==> config.mk <==
export PLATFORM = sky130hd
export DESIGN_NAME = nwc_ntt_agu
export DESIGN_NICKNAME = d
export VERILOG_FILES = /design/src/rtl/nwc_ntt_agu.sv
export SDC_FILE = /design/constraint.sdc
export NUM_CORES = 1
export LEC_CHECK = 0
export BUFFER_PORTS_ARGS = -buffer_cell sky130_fd_sc_hd__buf_2
export CAP_MARGIN = 20
export CORE_ASPECT_RATIO = 0.6
export CORE_MARGIN = 2
export CORE_UTILIZATION = 63
export DETAILED_ROUTE_END_ITERATION = 8
export GPL_ROUTABILITY_DRIVEN = 0
export GPL_TIMING_DRIVEN = 0
export PLACE_DENSITY = 0.84
export SYNTH_ARGS = -nofsm -noshare
export SYNTH_HDL_FRONTEND = slang
export SYNTH_SLANG_ARGS = --single-unit
==> constraint.sdc <==
create_clock -name clk -period 6.64 [get_ports clk]
set_input_delay 1.328 -clock clk [delete_from_list [all_inputs] [get_ports clk]]
set_output_delay 1.328 -clock clk [all_outputs]
set_load 0.02 [all_outputs]
==> src/rtl/nwc_ntt_agu.sv <==
// Address and twiddle generator for an in-place N-point negacyclic forward NTT
// (Cooley-Tukey, one radix-2 butterfly per cycle, write-back delayed to match the datapath).
module nwc_ntt_agu #(
   parameter int N      = 64,
   parameter int LOG_N  = 6,
   parameter int RD_LAT = 1,
   parameter int BU_LAT = 2
) (
   input  logic                         clk,
   input  logic                         rst,
   input  logic                         start,
   output logic                         busy,
   output logic                         done,
   output logic [$clog2(LOG_N+1)-1:0]   stage_idx,
   output logic                         rd_en,
   output logic [LOG_N-1:0]             rd_addr_up,
   output logic [LOG_N-1:0]             rd_addr_down,
   output logic [LOG_N-1:0]             tw_addr,
   output logic                         wr_en,
   output logic [LOG_N-1:0]             wr_addr_up,
   output logic [LOG_N-1:0]             wr_addr_down
);

   localparam int PIPE_LAT = RD_LAT + BU_LAT;
   localparam int SW       = $clog2(LOG_N + 1);
   localparam int DW       = $clog2(PIPE_LAT + 1);
   localparam logic [LOG_N-1:0] HALF = LOG_N'(N / 2);
   localparam logic [LOG_N-1:0] ONE  = LOG_N'(1);

   typedef enum logic [1:0] {IDLE, ISSUE, DRAIN, DONE} state_t;

   state_t           state;
   logic [LOG_N-1:0] t_reg;
   logic [LOG_N-1:0] m_reg;
   logic [LOG_N-1:0] j_reg;
   logic [LOG_N-1:0] cnt_reg;
   logic [DW-1:0]    drain_reg;

   logic             last_in_group;
   logic             last_in_stage;
   logic [LOG_N-1:0] up_next;

   // At the end of a group the next up index skips over the group's down half.
   always_comb begin
      last_in_group = (j_reg == t_reg - ONE);
      last_in_stage = (cnt_reg == HALF - ONE);
      up_next       = last_in_group ? (rd_addr_up + t_reg + ONE) : (rd_addr_up + ONE);
   end

   always_ff @(posedge clk) begin
      if (rst) begin
         state        <= IDLE;
         busy         <= 1'b0;
         done         <= 1'b0;
         stage_idx    <= '0;
         rd_en        <= 1'b0;
         rd_addr_up   <= '0;
         rd_addr_down <= '0;
         tw_addr      <= '0;
         t_reg        <= '0;
         m_reg        <= '0;
         j_reg        <= '0;
         cnt_reg      <= '0;
         drain_reg    <= '0;
      end else begin
         case (state)
            IDLE: begin
               done <= 1'b0;
               if (start) begin
                  state        <= ISSUE;
                  busy         <= 1'b1;
                  stage_idx    <= '0;
                  rd_en        <= 1'b1;
                  t_reg        <= HALF;
                  m_reg        <= ONE;
                  j_reg        <= '0;
                  cnt_reg      <= '0;
                  rd_addr_up   <= '0;
                  rd_addr_down <= HALF;
                  tw_addr      <= ONE;
               end
            end
            ISSUE: begin
               if (last_in_stage) begin
                  state        <= DRAIN;
                  rd_en        <= 1'b0;
                  rd_addr_up   <= '0;
                  rd_addr_down <= '0;
                  tw_addr      <= '0;
                  drain_reg    <= '0;
               end else begin
                  cnt_reg      <= cnt_reg + ONE;
                  j_reg        <= last_in_group ? '0 : (j_reg + ONE);
                  rd_addr_up   <= up_next;
                  rd_addr_down <= up_next + t_reg;
                  if (last_in_group)
                     tw_addr <= tw_addr + ONE;
               end
            end
            DRAIN: begin
               // Hold off the next stage until its last write-back has left the pipe.
               if (drain_reg == DW'(PIPE_LAT - 1)) begin
                  if (stage_idx == SW'(LOG_N - 1)) begin
                     state <= DONE;
                     busy  <= 1'b0;
                     done  <= 1'b1;
                  end else begin
                     state        <= ISSUE;
                     rd_en        <= 1'b1;
                     stage_idx    <= stage_idx + SW'(1);
                     t_reg        <= t_reg >> 1;
                     m_reg        <= m_reg << 1;
                     j_reg        <= '0;
                     cnt_reg      <= '0;
                     rd_addr_up   <= '0;
                     rd_addr_down <= t_reg >> 1;
                     tw_addr      <= m_reg << 1;
                  end
               end else begin
                  drain_reg <= drain_reg + DW'(1);
               end
            end
            DONE: begin
               done  <= 1'b0;
               state <= IDLE;
            end
            default: state <= IDLE;
         endcase
      end
   end

   logic             en_dly [PIPE_LAT];
   logic [LOG_N-1:0] up_dly [PIPE_LAT];
   logic [LOG_N-1:0] dn_dly [PIPE_LAT];

   always_ff @(posedge clk) begin
      if (rst) begin
         for (int k = 0; k < PIPE_LAT; k++) begin
            en_dly[k] <= 1'b0;
            up_dly[k] <= '0;
            dn_dly[k] <= '0;
         end
      end else begin
         en_dly[0] <= rd_en;
         up_dly[0] <= rd_addr_up;
         dn_dly[0] <= rd_addr_down;
         for (int k = 1; k < PIPE_LAT; k++) begin
            en_dly[k] <= en_dly[k-1];
            up_dly[k] <= up_dly[k-1];
            dn_dly[k] <= dn_dly[k-1];
         end
      end
   end

   assign wr_en        = en_dly[PIPE_LAT-1];
   assign wr_addr_up   = up_dly[PIPE_LAT-1];
   assign wr_addr_down = dn_dly[PIPE_LAT-1];

endmodule

==> summary by stage, run 1 <==
Floorplan
The core region is slightly above 6000 um2. The area of the die is 7190 um2. The die is 108 um wide. The number of top-level pins is 40. In this run the core area contains 22 standard-cell rows.

The overall die height is about 66 um. For this configuration, the core starts out at a cell density of 0.662.

Placement
After legalization and detailed placement, the total HPWL measured 7180 um. Counting tap cells, the placed design contains a total of around 580 instances. The minimum setup slack after placement is ~2.7 ns. The number of buffers added on ports is 38.

Global route
The first global-routing pass estimated 15900 um of wire. The overall overflow remaining after global route is 0. The total global routing track utilization is 0.291.

Entering global routing, the biggest net connects 17 pins. The number of antenna violations at the first check in global routing is 0. The via count of the first global-routing pass came to around 3300.

Critical path
STA puts the critical path data required time at 6.89 ns. The critical path is of the register to register type. The startpoint kind of the worst setup timing path is a register. STA classifies the critical path endpoint as a register. The arrival time of data at the critical path endpoint is ~4.4 ns. The maximum fanout along the worst path is 10.

Drt
Dividing the detail-routed wire length by the instance count gives 16.4 um. The pre-antenna-repair detailed-routing pass consisted of 6 iterations. In the routed layout, each cell is associated on average with a via count of 6.05. After the first detailed-routing iteration, the DRC count stood at 330. The wire length after detailed routing is ~10000 um. After detailed routing, the number of remaining DRC violations is 0. In this run the remaining antenna-violating nets after routing total 0.

Across all layers, the routed design uses roughly 3600 vias.

Timing
For this run, the top clock speed supported by timing is 0.243 GHz. Setup violations remaining at the end of the flow were counted as 0. The worst-margin pin slew is ~0.74 ns. Setup repair after global routing left no endpoint under its margin. The hold violation total from the final report came to 0. The worst clock skew is ~0.010 ns. In this run the tightest slew margin relative to its limit is 0.503. The worst path meets setup with between 2 and 3 ns of slack. The final max-slew violation count came to 0.

The summed negative setup slack over all endpoints is 0 ns. On the final layout, the worst hold slack is 0.441 ns. The shortest clock period the worst path allows after layout is around 4.1 ns. Dividing the final minimum period by the clock period gives 0.620.

Clock tree
The CTS buffer count is 9. The clock net in this run drives a total of 85 sinks. The maximum clock path buffer count is 2. The CTS tree is built. Once the clock tree was built, the setup fixing pass inserted 0 buffers. In this run the number of H-tree levels came out at 3.

The clock insertion delay at the later pin of the skew report is about 0.36 ns. The number of gates resized after CTS was 0. The root buffer selected by CTS is clkbuf_8. After clock tree synthesis, the flow added hold-fix buffers numbering 0. After clock tree synthesis, the clock-pin slew on the worst setup and hold paths is 0.09 ns.

Pwr
The worst voltage drop across the vdd grid is about 0.23 mV. The leakage power of the design is between 1.5 and 2 nW. The total power density per cell area is just under 300 nW/um2.

Finish
The layout overhead on the synthesized area is 11.9%. The layout cell share with drive strength beyond 1 is 0.142. Leaving out filler cells and counting taps, the final layout contains between 500 and 600. The largest registers in the layout are dn_dly (18), up_dly (18). Leaving out fill and tap cells, the most frequent cell in the layout is dfxtp_1.

Once layout is complete, the utilization of the core stands at 0.741. The antenna diode count is 0. The top cell types in the final layout, fill and taps aside, are dfxtp_1 (85), nor2b_1 (40), nor2_1 (39), buf_2 (39), nand2_1 (28). The final net count is 537.

Synthesis
In this run, synthesis inferred 0 flip-flops with an integrated enable. The portion of the post-synthesis area used by sequential elements is 0.415. The count of unique library cells instantiated by Yosys is 54. The number of warnings reported in the yosys synthesis log is 0. In this run the cell area of the synthesized design comes to roughly 4100 um2.

The fraction of synthesis flops using an asynchronous set or reset pin is 0. The most instantiated flip-flop cell in the synthesis netlist is dfxtp_1. The synthesized design contains between 80 and 90 register bits. The synthesized area per cell is 8.91 um2. The post-synth net total is roughly 500.

The post-synthesis cell count is 460.

Worst hold path
The path category of the worst min-delay check is register to register.

Flow run
The count of maximum capacitance violations is 0.

Status
The run finished with clean final reports.
[cell type report]
| cell class | instances | area (um2) |
|---|---|---|
| buffer | 29 | 163 |
| clock buffer | 9 | 124 |
| clock inverter | 7 | 57.6 |
| fill | 472 | 1610 |
| inverter | 21 | 78.8 |
| multi-input combinational | 325 | 2160 |
| sequential | 85 | 1700 |
| tap | 84 | 105 |
| timing repair buffer | 39 | 201 |
[per-stage QoR]
step / cell area [um2] / power [mW]
after CTS: 4590 / 1.35
final: 4590 / 1.36
after global routing: 4590 / 1.43
after floorplan: 4100 / 0.890
after global placement: 4390 / 1.00
after detailed placement: 4410 / 1.01
[path summary, 6_finish.rpt]
| path | start | to | slack, ns | cells after the start |
|---|---|---|---|---|
| hold reg to reg | dn_dly[0][2]$_SDFF_PP0_ | dn_dly[0][8]$_SDFF_PP0_ | 0.44 | 1 |
| setup / recovery | t_reg[1]$_SDFFE_PP0P_ | rd_addr_down[5]$_SDFFE_PP0P_ | 2.52 | 14 |
| hold / removal | dn_dly[0][2]$_SDFF_PP0_ | dn_dly[0][8]$_SDFF_PP0_ | 0.44 | 1 |
| setup reg to reg | t_reg[1]$_SDFFE_PP0P_ | rd_addr_down[5]$_SDFFE_PP0P_ | 2.52 | 14 |
[cell families (layout without fill, tap and decap cells)]
logic type	Yosys count	after routing	share of synthesized area
AO/OA/AOI/OAI	115	115	0.188
XOR/XNOR	23	23	0.0525
adder cells (fa/ha/maj)	24	24	0.0769
buffers and inverters	50	105	0.0589
flip-flops	85	85	0.415
multiplexers	3	3	0.00733
AND/OR/NAND/NOR	160	160	0.201
[layer usage]
metal	global-route usage	vias up	routed length, um
met1	0.391	1693	4370
li1	-	1712	-
met2	0.465	193	4330
met5	0	-	0
met3	0.0724	26	928
met4	0.0946	0	185
[worst max-delay path, cell delays in order, from the launching register on]
cell       delay [ns]
dfxtp_1          0.57
inv_1            0.27
ha_1             0.35
xor2_1           0.17
and4_1           0.23
buf_2            0.28
nand2_1          0.19
o21ai_0          0.42
ha_1             0.32
a21o_1           0.17
a21o_1           0.20
a211oi_1         0.32
a2111oi_0        0.12
o31a_1           0.12
a221o_1          0.26
[power by group]
part           switching, mW  leakage, nW  internal (mW)
logic                  0.300         1.18          0.139
registers             0.0347        0.687          0.546
clock network          0.199       0.0881          0.141
total                  0.533         1.96          0.826
[cells in the mapped netlist (5+ instances only)]
cell,instances,area (um2)
dfxtp_1,85,1700
a211oi_1,8,60.1
xnor2_1,10,87.6
nor2_1,39,146
nor2b_1,40,250
nand4_1,9,56.3
clkbuf_1,13,48.8
buf_4,12,90.1
ha_1,22,275
nand3_1,10,50.1
nor3_1,10,50.1
a21o_1,8,60.1
nand2_1,28,105
a21oi_1,25,125
o21ai_0,26,130
nand2b_1,8,50.1
a22oi_1,11,82.6
inv_1,21,78.8
xor2_1,12,105
o2bb2ai_1,5,43.8
No activity file was read; power rests on OpenSTA's default activity.
==> inputs of run 2 (changes only) <==
- CORE_UTILIZATION: 63 -> 59
- PLACE_DENSITY: 0.84 -> 0.8
- clock period: 6.64 -> 4.3 ns (I/O delays scaled with it)
==> run 2 against run 1 <==
  * Clock-buffer cell count rose by 1
  * Clock power rose to 2.5 times the previous value
  * Routed wire length rose by 5.5%
  * Utilization fell by 3.4 points
  * Critical path depth did not move
==> summary by stage, run 2 (same netlist as run 1, synthesis figures left out) <==
Worst hold path
The tightest min-delay check is of the register to register type.

Drt
The number of search-and-repair iterations in the first detailed-routing pass is 8 (+2). The wire length after detailed routing is 10400 um (+5.5%). The number of DRC markers after the initial detailed-route iteration is 316 (-4.2%). The via-per-instance ratio is 5.95 (-1.7%). The average wire length per cell after detail routing is 17.2 um (+5.0%). The residual antenna-violating net count after detailed routing came to 0 (unchanged). The final routed DRC violation total is 0 (unchanged).

The overall via count from detail_route was 3580 (-1.2%).

Timing
The worst-margin pin slew was 0.844 ns (+0.106 ns). The shortest clock period the worst path allows after layout came to 4.02 ns (-0.103 ns). The worst clock skew is 0.00840 ns (-0.00198 ns). The final max-slew violation count is 0 (unchanged). The maximum clock frequency was 0.249 GHz (+2.6%).

The worst slack on hold paths is 0.433 ns (-0.00835 ns). The hold violation total from the final report is 0 (unchanged). The setup slack after layout is 0.284 ns (-2.24 ns). The tightest slew margin relative to the limit was 0.431 (-0.0714). The setup-violating endpoint count in the final report is 0 (unchanged). Setup repair after global routing left no endpoint under its margin. The summed negative setup slack over all endpoints is 0 ns (unchanged). The final critical-path share of the clock period is 0.934 (+0.314).

Pwr
The worst voltage drop across the vdd grid was 0.354 mV (+55%). The cell internal power dissipation is 1.59 mW (+92%). The net switching power of the design is 0.855 mW (+60%). The switching share of power came to 0.350 (-0.0422). The leakage power of the design is 2.03 nW (+3.7%).

The clock share of power is 0.351 (+0.101). The fraction of power consumed by sequential logic was 0.368 (-0.059). The combinational share of power is 0.281 (-0.042).

The total power density per cell area is 516 nW/um2 (+74%).

Clock tree
The CTS buffer count is 9 (unchanged). The hold-fix buffer count after cts is 0 (unchanged). The clock insertion delay at the later pin of the skew report came to 0.35 ns (about the same). The maximum clock path buffer count was 2 (unchanged). The CTS tree is built. Clock tree synthesis selected as its root buffer the cell clkbuf_16.

The TritonCTS sink count came to 85 (unchanged). The post-CTS setup buffer count is 0 (unchanged). The register clock-pin slew on the reported worst setup and hold paths is 0.07 ns (-0.02 ns). The number of resized instances in the post-cts repair step came to 0 (unchanged). The deepest level of the CTS H-tree was 3 (unchanged).

Floorplan
The area of the placeable core is 6710 um2 (+8.3%). The area of the die is 7650 um2 (+6.4%). The overall die height is 68.6 um (+3.1%). The number of top-level pins is 40 (unchanged).

The number of rows created at floorplan is 23 (+4.5%). The initial standard-cell utilization of the core came to 0.611 (-0.0505). The width of the die is 112 um (+3.2%).

Critical path
STA classifies the critical path startpoint as a register. The required time at the worst-slack endpoint is 4.59 ns (-2.30 ns). The critical path is of the register to register type. The worst setup path is captured at a register. The arrival time of data at the critical path endpoint was 4.31 ns (-0.06 ns). The maximum fanout along the worst path came to 10 (unchanged).

Finish
The number of fill cells came to 544 (+15%). The library cell used most frequently in the layout, excluding fill and tap cells, is dfxtp_1. The register area came to 1700 um2 (unchanged). The layout overhead on the synthesized area is 15.5%. The total area of multi-input combinational cells is 2160 um2 (unchanged).

The layout cell share with drive strength beyond 1 is 0.142 (unchanged). The largest registers in the layout are dn_dly (18), up_dly (18). In the layout the commonest cells are dfxtp_1 (85), buf_2 (40), nor2b_1 (40).

The antenna diode count is 0 (unchanged). The final net count came to 537 (unchanged).

Global route
The via count of the first global-routing pass is 3323 (+0.060%). The number of antenna violations at the first check in global routing is 0 (unchanged). The first-pass GRT wire length is 16200 um (+2.1%). The total global routing track utilization is 0.276 (-0.0153).

The maximum number of pins on one net before global-route repair came to 16 (-1). The overall overflow remaining after global route is 0 (unchanged).

Status
The run finished with clean final reports.

Placement
The number of buffers added on ports is 38 (unchanged). The minimum setup slack after placement is 0.267 ns (-2.47 ns). The placed wire-length estimate is 7330 um (+2.0%).

Flow run
The count of maximum capacitance violations is 0 (unchanged).
==> run 2: cell type report <==
type | instances | share of cell area
flip-flops and latches | 85 | 0.359
repair buffers | 39 | 0.0412
well taps | 87 | 0.0230
inverters | 21 | 0.0166
clock inverters | 6 | 0.0198
plain buffers | 29 | 0.0343
clock buffers | 10 | 0.0505
multi-input cells | 325 | 0.455
==> run 2: worst max-delay path, cell delays in order (launching register included) <==
cell	delay [ns]
dfxtp_1	0.54
inv_1	0.26
ha_1	0.35
xor2_1	0.18
and4_1	0.24
buf_2	0.28
nand2_1	0.21
o21ai_1	0.31
ha_1	0.29
a21o_1	0.17
a21o_1	0.20
a21o_1	0.20
a2111oi_0	0.42
o31a_1	0.22
a221o_1	0.10
==> run 2: power by group through the flow <==
stage | Sequential (mW) | Combinational (mW) | Clock (mW)
global placement | 0.910 | 0.637 | 0
finish | 0.899 | 0.685 | 0.859
CTS | 0.897 | 0.666 | 0.863
global route | 0.906 | 0.742 | 0.891
floorplan | 0.928 | 0.447 | 0
detailed placement | 0.914 | 0.655 | 0
==> run 2: path summary, 6_finish.rpt <==
check	slack, ns	endpoint	from	cells after the start
hold / removal	0.43	dn_dly[0][6]$_SDFF_PP0_	dn_dly[0][0]$_SDFF_PP0_	1
hold reg to reg	0.43	dn_dly[0][6]$_SDFF_PP0_	dn_dly[0][0]$_SDFF_PP0_	1
setup reg to reg	0.28	rd_addr_down[5]$_SDFFE_PP0P_	t_reg[1]$_SDFFE_PP0P_	14
setup / recovery	0.28	rd_addr_down[5]$_SDFFE_PP0P_	t_reg[1]$_SDFFE_PP0P_	14
==> run 2: stage by stage <==
step,instance area [um2],total power [mW],utilization,std cells
after floorplan,4100,1.37,-,460
after global placement,4400,1.55,0.656,585
after detailed placement,4400,1.57,0.657,586
after CTS,4740,2.43,0.706,602
after global routing,4740,2.54,0.706,602
final,4740,2.44,0.706,602
==> run 2: metal layers <==
layer,share of wire,vias up,GRT usage
met5,0,-,0
met4,0.021,0,0.114
met3,0.089,26,0.0647
met2,0.46,173,0.473
met1,0.43,1671,0.347
li1,-,1710,-
==> inputs of run 3 (changes only) <==
- ABC_AREA: default -> 1
- PLACE_DENSITY: 0.8 -> 0.79
- TNS_END_PERCENT: default -> 5
==> run 3 against run 2 <==
  * Routed wire length down 5.7%
  * Critical path depth up 5
  * Clock skew is 0.0017 ns lower
  * Critical path type unchanged
==> summary by stage, run 3 <==
Critical path
The end of the worst register-to-register path is rd_addr_down[4]$_SDFFE_PP0P_. The required time at the worst-slack endpoint was 4.59 ns (about the same). Traced cell by cell, the critical path runs through inv_1 -> ha_1 -> inv_1 -> nand2_1 -> nand2_1 -> nand3_1 -> nor2_2 -> nand3_4 -> o21ai_1 -> ha_1 -> inv_1 -> fa_1 -> o21ai_0 -> a21oi_1 -> nand2_1 -> nand2_1 -> o21ai_0 -> nand2_1 -> nand2_1. The startpoint kind of the worst setup timing path is a register.

STA classifies the critical path endpoint as a register. The arrival time of data at the critical path endpoint is 3.67 ns (-0.64 ns). The startpoint of the lowest-slack register-to-register path is t_reg[1]$_SDFFE_PP0P_. The most frequent cell on the critical path is nand2_1.

The maximum cell stage delay along the critical path is 0.49 ns (-0.05 ns). The maximum fanout along the worst path is 9 (-1). The critical path class is register to register.

The cell with the largest stage delay on the worst path is dfxtp_1. The number of cells traversed by the worst register-to-register path is 19 (+5). The worst-case register-to-register setup slack is 0.91 ns (+0.63 ns).

Synthesis
The cell area after synthesis is 4290 um2 (+4.5%). The count of unique library cells instantiated by Yosys was 43 (-20%). The number of enable flip-flop cells after synthesis is 0 (unchanged). The commonest cells after synthesis are nand2_1 (121), inv_1 (97), dfxtp_1 (85). Summed over all instances, the cell type with the most area after synthesis is dfxtp_1. The post-synthesis cell count is 586 (+27%).

The number of warnings reported in the yosys synthesis log was 0 (unchanged). The complex-gate fraction of the synthesized area is 0.104 (-0.0835). The portion of the post-synthesis area used by sequential elements is 0.397 (-0.0181). The synthesized area per cell is 7.31 um2 (-18%). The fraction of synthesis flops using an asynchronous set or reset pin is 0 (unchanged). Yosys attributes the largest share of cell area to dfxtp_1 (40%), nand2_1 (11%), inv_1 (8.5%).

The post-synthesis simple-gate area fraction is 0.267 (+0.0660). The most instantiated flip-flop cell in the synthesis netlist is dfxtp_1. Yosys instantiated no cell more often than nand2_1. The xor/xnor cell area share of the yosys netlist was 0.0301 (-0.0224).

The fraction of synthesized area in multiplexers is 0 (-0.00733). The area share of the leading cell type in the synthesized netlist is 0.397 (-0.0181). The number of synthesized register bits is 85 (unchanged). The post-synth net total is 613 (+26%). The adder-cell share of the synthesized area came to 0.0736 (-0.00335). The main combinational cell family by area after synthesis is simple AND/OR/NAND/NOR gates.

Worst hold path
The endpoint with the worst hold slack is up_dly[0][17]$_SDFF_PP0_. The startpoint identified for the worst hold timing path is up_dly[0][11]$_SDFF_PP0_. The path category of the worst min-delay check is register to register.

The count of cells along the worst hold path is 2 (+1).

Drt
The average wire length per cell after detail routing was 13.4 um (-22%). The number of search-and-repair iterations in the first detailed-routing pass is 5 (-3). The number of DRC markers after the initial detailed-route iteration came to 345 (+9.2%). The residual antenna-violating net count after detailed routing is 0 (unchanged). The overall via count from detail_route was 3771 (+5.3%). The wire length after detailed routing is 9770 um (-5.7%). The via-per-instance ratio is 5.17 (-13%). The final routed DRC violation total is 0 (unchanged).

Finish
The most frequent standard cell in the layout excluding fill and tap cells is nand2_1. Relative to the synthesized area, the layout overhead comes to 14.6%. In the layout the commonest cells are nand2_1 (121), inv_1 (97), dfxtp_1 (85).

The final net count is 662 (+23%). The antenna diode count is 0 (unchanged). The layout cell share with drive strength beyond 1 came to 0.163 (+0.0210). The largest registers in the layout are dn_dly (18), up_dly (18).

Status
The run finished with clean final reports.

Timing
The worst-margin pin slew was 0.627 ns (-0.218 ns). The final critical-path share of the clock period was 0.788 (-0.146). The summed negative setup slack over all endpoints is 0 ns (unchanged). The tightest slew margin relative to the limit is 0.582 (+0.151). The shortest clock period the worst path allows after layout is 3.39 ns (-0.628 ns). The hold violation total from the final report is 0 (unchanged). Setup repair after global routing left no endpoint under its margin. The setup-violating endpoint count in the final report is 0 (unchanged).

The maximum clock frequency is 0.295 GHz (+19%). The worst clock skew is 0.00671 ns (-0.00169 ns). The worst slack on hold paths came to 0.401 ns (-0.0313 ns). The final max-slew violation count was 0 (unchanged).

Floorplan
The area of the die is 7980 um2 (+4.3%). The number of rows created at floorplan was 24 (+4.3%). The overall die height is 70.0 um (+2.1%). The width of the die was 114 um (+2.2%).

The area of the placeable core is 7150 um2 (+6.6%). The initial standard-cell utilization of the core was 0.600 (-0.0117). The number of top-level pins is 40 (unchanged).

Clock tree
The clock insertion delay at the later pin of the skew report is 0.34 ns (about the same). The root buffer selected by CTS is clkbuf_16. The post-CTS setup buffer count was 0 (unchanged). The number of resized instances in the post-cts repair step is 0 (unchanged).

TritonCTS built the clock tree. The CTS buffer count is 9 (unchanged). The hold-fix buffer count after cts is 0 (unchanged). The deepest level of the CTS H-tree is 3 (unchanged). The maximum clock path buffer count came to 2 (unchanged).

The TritonCTS sink count is 85 (unchanged). The register clock-pin slew on the reported worst setup and hold paths is 0.06 ns (about the same).

Placement
The number of buffers added on ports came to 38 (unchanged). The placed wire-length estimate is 7290 um (-0.56%).

Global route
The overall overflow remaining after global route is 0 (unchanged). The first-pass GRT wire length is 15900 um (-1.8%). The maximum number of pins on one net before global-route repair is 15 (-1).

The via count of the first global-routing pass came to 3374 (+1.5%). The total global routing track utilization is 0.256 (-0.0198). The number of antenna violations at the first check in global routing is 0 (unchanged).

Pwr
The worst voltage drop across the vdd grid was 0.420 mV (+19%). The total power density per cell area is 657 nW/um2 (+27%). The leakage power of the design is 2.33 nW (+15%).

Flow run
The count of maximum capacitance violations is 0 (unchanged).
[run 3: changes by cell type after synthesis, sizes merged, moves of 8 or more]
cell    previous run  this run
nand2             28       127
nor2              39        77
nor2b             40         0
nand2b             8         0
inv               21       105
nand3             10        39
a22oi             11         0
a21oi             26        37
[run 3: power breakdown]
group | total (mW) | internal [mW] | switching [mW]
sequential | 1.03 | 0.903 | 0.124
clock | 0.836 | 0.524 | 0.312
combinational | 1.37 | 0.449 | 0.916
[run 3: area by class of cell]
type | instances | area, um2
fill | 582 | 2230
buffer | 25 | 148
clock buffer | 10 | 239
timing repair buffer | 38 | 190
multi-input combinational | 371 | 2040
tap | 91 | 114
clock inverter | 5 | 83.8
inverter | 105 | 399
sequential | 85 | 1700
[run 3: through the flow]
stage	instances	power, mW	setup slack (ns)	area [um2]	utilization
floorplan	586	2.04	1.52	4290	-
global placement	715	2.32	1.08	4590	0.642
detailed placement	715	2.37	1.02	4590	0.642
CTS	730	3.21	0.988	4910	0.687
global route	730	3.44	0.605	4910	0.687
finish	730	3.23	0.913	4910	0.687
[run 3: kinds of logic after synthesis]
logic type | after synthesis
adders and majority gates | 24
DFF | 85
xor gates and xnor gates | 13
AOI/OAI and AO/OA | 78
buffers and inverters | 130
and+or+nand+nor | 256
[run 3: worst max-delay path by stage]
stage | from | to | slack [ns] | cells after the start
after floorplan | t_reg[1]$_SDFFE_PP0P_ | rd_addr_down[4]$_SDFFE_PP0P_ | 1.52 | 19
after global placement | t_reg[1]$_SDFFE_PP0P_ | rd_addr_down[4]$_SDFFE_PP0P_ | 1.08 | 19
after detailed placement | t_reg[1]$_SDFFE_PP0P_ | rd_addr_down[4]$_SDFFE_PP0P_ | 1.02 | 19
after CTS | t_reg[1]$_SDFFE_PP0P_ | rd_addr_down[4]$_SDFFE_PP0P_ | 0.99 | 19
after global routing | t_reg[1]$_SDFFE_PP0P_ | rd_addr_down[4]$_SDFFE_PP0P_ | 0.61 | 19
final | t_reg[1]$_SDFFE_PP0P_ | rd_addr_down[4]$_SDFFE_PP0P_ | 0.91 | 19
[run 3: critical path: cells and delay by family (launching register included)]
family / cells / cell delay (ns)
AND/OR/NAND/NOR: 9 / 0.81
buffers and inverters: 3 / 0.32
flip-flops: 1 / 0.49
adder cells (fa/ha/maj): 3 / 0.99
AO/OA/AOI/OAI: 4 / 0.71
[run 3: layer usage]
metal | vias up | part of all wire | GRT usage
li1 | 1911 | - | -
met1 | 1713 | 0.49 | 0.371
met2 | 138 | 0.42 | 0.381
met3 | 9 | 0.079 | 0.0625
met4 | 0 | 0.010 | 0.0732
met5 | - | 0 | 0
